**config.mk**
```make
export PLATFORM = sky130hd
export DESIGN_NAME = rd_port_arbiter
export DESIGN_NICKNAME = d
export VERILOG_FILES = /design/src/rtl/fifo_ctrl_pkg.sv /design/src/rtl/rr_pick.sv /design/src/rtl/rd_port_arbiter.sv
export SDC_FILE = /design/constraint.sdc
export NUM_CORES = 1
export LEC_CHECK = 0
export BUFFER_PORTS_ARGS = -buffer_cell sky130_fd_sc_hd__buf_2
export CORE_MARGIN = 3
export CORE_UTILIZATION = 52
export CTS_CLUSTER_SIZE = 10
export DETAILED_ROUTE_END_ITERATION = 6
export PLACE_DENSITY_LB_ADDON = 0.15
export SETUP_SLACK_MARGIN = 0.15
export SLEW_MARGIN = 20
export SYNTH_ARGS = -nofsm -noshare
export SYNTH_HDL_FRONTEND = slang
export SYNTH_SLANG_ARGS = --single-unit
```
**constraint.sdc**
```tcl
create_clock -name rclk -period 2.97 [get_ports rclk]
set_input_delay 0.1485 -clock rclk [delete_from_list [all_inputs] [get_ports rclk]]
set_output_delay 0.1485 -clock rclk [all_outputs]
set_load 0.005 [all_outputs]
```
**src/rtl/fifo_ctrl_pkg.sv**
```systemverilog
// Shared definitions for the async FIFO control blocks:
// FSM state encoding and default widths/limits.
package fifo_ctrl_pkg;

  typedef enum logic [1:0] {
    IDLE = 2'd0,
    XFER = 2'd1,
    GAP  = 2'd2
  } state_t;

  localparam int DATA_W  = 8;
  localparam int NREQ_N  = 4;
  localparam int BURST_N = 4;
  localparam int CNT_W   = 3;
  localparam int TMO_N   = 6;

endpackage

```
**src/rtl/rr_pick.sv**
```systemverilog
// Round-robin picker: first set request scanning last+1, last+2, ... mod NREQ.
module rr_pick #(
  parameter int NREQ = 4,
  parameter int LW   = 2
) (
  input  logic [NREQ-1:0] req,
  input  logic [LW-1:0]   last,
  output logic [NREQ-1:0] winner,
  output logic            valid
);

  logic [LW-1:0] idx;

  always_comb begin
    winner = '0;
    valid  = 1'b0;
    idx    = '0;
    for (int i = 1; i <= NREQ; i++) begin
      idx = LW'((int'(last) + i) % NREQ);
      if (!valid && req[idx]) begin
        winner[idx] = 1'b1;
        valid       = 1'b1;
      end
    end
  end

endmodule

```
**src/rtl/rd_port_arbiter.sv**
```systemverilog
// Read-side scheduler: shares the FIFO read port between NREQ consumers with
// round-robin burst grants. Sole driver of rinc.
module rd_port_arbiter
  import fifo_ctrl_pkg::*;
#(
  parameter int DATA  = DATA_W,
  parameter int NREQ  = NREQ_N,
  parameter int BURST = BURST_N,
  parameter int CW    = CNT_W,
  parameter int TMO   = TMO_N
) (
  input  logic            rclk,
  input  logic            rrst_n,
  input  logic            rempty,
  input  logic [DATA-1:0] rdata,
  output logic            rinc,
  input  logic [NREQ-1:0] req,
  input  logic [NREQ-1:0] rdy,
  output logic [NREQ-1:0] grant,
  output logic [DATA-1:0] dout,
  output logic [NREQ-1:0] dvalid,
  output logic            busy,
  output logic            burst_done
);

  localparam int LW = (NREQ > 1) ? $clog2(NREQ) : 1;
  localparam logic [CW-1:0] CMAX = {CW{1'b1}};

  state_t          state;
  logic [LW-1:0]   last;
  logic [LW-1:0]   gidx;
  logic [CW-1:0]   cnt;
  logic [CW-1:0]   tmo;
  logic [NREQ-1:0] win;
  logic            win_valid;
  logic [LW-1:0]   win_idx;
  logic            req_g;
  logic            rdy_g;
  logic            xfer_ok;

  rr_pick #(
    .NREQ (NREQ),
    .LW   (LW)
  ) u_pick (
    .req    (req),
    .last   (last),
    .winner (win),
    .valid  (win_valid)
  );

  always_comb begin
    win_idx = '0;
    for (int i = 0; i < NREQ; i++) begin
      if (win[i]) win_idx = LW'(i);
    end
  end

  assign req_g = req[gidx];
  assign rdy_g = rdy[gidx];

  // Gated by rrst_n so a reset mid-burst never pops in the reset cycle.
  assign xfer_ok = rrst_n && (state == XFER) && !rempty && req_g;
  assign rinc    = xfer_ok && rdy_g;
  assign dvalid  = xfer_ok ? grant : '0;
  assign dout    = rdata;
  assign busy    = (state != IDLE);

  always_ff @(posedge rclk) begin
    if (!rrst_n) begin
      state      <= IDLE;
      grant      <= '0;
      gidx       <= '0;
      cnt        <= '0;
      tmo        <= '0;
      burst_done <= 1'b0;
      last       <= LW'(NREQ - 1);
    end else begin
      case (state)
        IDLE: begin
          burst_done <= 1'b0;
          if (win_valid) begin
            grant <= win;
            gidx  <= win_idx;
            cnt   <= '0;
            tmo   <= '0;
            state <= XFER;
          end
        end
        XFER: begin
          if (rinc) begin
            if (cnt != CMAX) cnt <= cnt + CW'(1);
            tmo <= '0;
            if (cnt == CW'(BURST - 1)) begin
              state      <= GAP;
              burst_done <= 1'b1;
            end
          end else if (!req_g) begin
            state      <= GAP;
            burst_done <= 1'b1;
          end else if (rempty) begin
            // Counters saturate so a long stall can never wrap into a false match.
            if (tmo != CMAX) tmo <= tmo + CW'(1);
            if (tmo == CW'(TMO - 1)) begin
              state      <= GAP;
              burst_done <= 1'b1;
            end
          end
        end
        GAP: begin
          grant      <= '0;
          last       <= gidx;
          burst_done <= 1'b0;
          state      <= IDLE;
        end
        default: begin
          state      <= IDLE;
          grant      <= '0;
          burst_done <= 1'b0;
        end
      endcase
    end
  end

endmodule

```
==> metrics.cfg <==
[setup_path]
crit_buf_inv=1
crit_chain=inv_1 > ha_1 > mux4_2 > a31o_1 > a221o_1 > a32oi_2 > o22ai_1
cp_max_fo=8
arrival_ps=2550
crit_slowest_cell=dfxtp_1
required_ps=3150
cp-startpoint=last[1]
worstSetupPathType=flip-flop to flip-flop
crit_family=compound AO/OA/AOI/OAI gates
cp-end-kind=flip-flop
start_kind=flip-flop
r2r_start=last[1]
slowest_delay_ps=480

[clock_network]
cts_setup_buffers=0
numCtsBuffers=3
cts_sinks=17
clk_latency_ps=290
hold_buffers=0
ctsResizeCount=0
root_buffer=clkbuf_4
clock_path_buffers=2
htree_levels=1
cts_tree=built
cts.reportedPaths.clkPinSlew_ps=100

[detailed_routing]
wl_per_cell_um=14.6
drc=0
drt_iter0_markers=33
drt_pre_antenna_iters=4
viasPerCell=5.90
route.final.wire_length_um=2940
vias=1186
route.antenna.remaining_nets=0

[layout]
nNetsFinal=205
synthToLayoutAreaGrowth_pct=4.83
fill_cells=250
diodes=0
post-route-util_pct=58.7
layout-drive-gt1-share_pct=21.6

[placement]
io_buffers=21
hpwl_um=2240
place_ws_ps=600
place.gp.congestion=0.894

[yosys]
synth_area_um2=1420
synth_area_leaders=dfxtp_1 24%, ha_1 12%, mux4_2 6.3%
syn_avg_cell_area_um2=8.96
yosysUniqueCellTypes=44
syn-num-nets=192
netlist.area_leader.share_pct=23.9
synth_cells=159
ys_seq_area_share_pct=23.9
synth.largest_area_cell=dfxtp_1
ys_seq_elements=17
synth_warnings=0

[timing]
holdWs_ps=171
hold_viol=0
tns_ps=0
worst_pin_slew_ps=794
setup_viol=0
worst_slack_ps=597
fin_crit_ps=2370
finClkSkew_ps=2.61
max_freq_ghz=0.421
fin_crit_sh_pct=79.9
drv_slew=0
slew_headroom_pct=46.3
rsz0062_at_grt=no

[die]
pin_count=38
die_y_um=58.3
die-area_um2=3400
coreArea_um2=2540
num_rows=18
start_util_pct=55.9
die_w_um=58.3

[grt]
grt_pass1_vias=1048
grt_pass1_wl_um=4980
grt_usage_pct=18.9
antenna_found_initial=0
grt_max_degree=17
grt.overflow.total=0

[hold_path]
worstHoldStart=rrst_n
holdCritPathClass=input pin to flip-flop

[run]
max_cap_violations=0

[pwr]
cellPowerDensity_nw_per_um2=444
leakage_nw=0.661
ir_drop_v=0.000389
power_w=0.000663

[run_status]
outcome=finished, final reports clean

## power breakdown
group / internal, W / switching [W] / leakage (nW) / total [W]
clock: 0.0000522 / 0.0000718 / 0.0150 / 0.000124
sequential: 0.000254 / 0.0000259 / 0.139 / 0.000280
combinational: 0.000110 / 0.000149 / 0.507 / 0.000259
total: 0.000416 / 0.000247 / 0.661 / 0.000663
## metrics by stage
stage                     std cells  cell area, um2
after floorplan                 159            1420
after global placement          197            1470
after detailed placement        197            1470
after CTS                       201            1490
after global routing            201            1490
final                           201            1490
## flip-flops by register name (all words and copies together), names as in the netlist
signal,cells
cnt,3
gidx,2
burst_done,1
grant,4
state,2
tmo,3
last,2
## kinds of logic (layout without fill, tap and decap cells)
logic type / count (synthesis) / count (layout) / share of synthesized area [%]
AO/OA/AOI/OAI: 37 / 37 / 19.2
adder cells (fa/ha/maj): 14 / 14 / 12.3
buffers and inverters: 22 / 34 / 9.67
flip-flops: 17 / 17 / 23.9
multiplexers: 10 / 10 / 11.8
AND/OR/NAND/NOR: 59 / 59 / 23.2
## cells in the mapped netlist (all sizes together)
cell	number
clkbuf	1
a32oi	4
a41oi	1
a31o	1
a21oi	13
a211o	1
o22ai	2
mux2i	4
o21a	1
and3	6
nor4	1
clkinv	1
a2111o	1
o31ai	2
a22oi	1
or2b	1
nand2b	5
mux2	1
or2	2
nand3	5
nand2	13
dfxtp	17
a221o	1
nand4	4
nor2	8
nand4b	3
a211oi	1
inv	7
nor3	3
or3b	1
o21ai	8
mux4	5
nor4bb	1
ha	14
buf	13
nand3b	3
nor2b	3
## metal layers
metal	vias to the layer above	GRT usage, %	part of all wire [%]
met4	0	3.31	0.65
met5	-	0	0
met3	4	5.04	6.2
met1	541	27.9	50
li1	603	-	-
met2	38	27.8	43
## cell usage in the layout (no fill, tap or decap), drive strengths merged, types with 2 or more instances in the layout
master and n:
buf 22, dfxtp 17, ha 14, nand2 13
a21oi 13, nor2 8, o21ai 8, inv 7
and3 6, nand2b 5, mux4 5, nand3 5
nand4 4, mux2i 4, a32oi 4, clkbuf 4
nor2b 3, nand4b 3, nand3b 3, nor3 3
or2 2, o31ai 2, o22ai 2
## area by class of cell
cell class,count,area (um2),area share (%)
Inverter,8,30.0,2.01
Sequential cell,17,340,22.8
Tap cell,30,37.5,2.51
Timing Repair Buffer,22,113,7.54
Multi-Input combinational cell,120,946,63.4
Clock buffer,4,26.3,1.76
## final timing paths
check | end | slack [ps] | depth (start not counted)
worst max-delay path | gidx[0] | 600 | 7
worst min-delay path | last[1] | 170 | 2
worst max register to register | gidx[0] | 600 | 7
worst min register to register | cnt[1] | 480 | 2
Power figures use the tool's default switching activity.
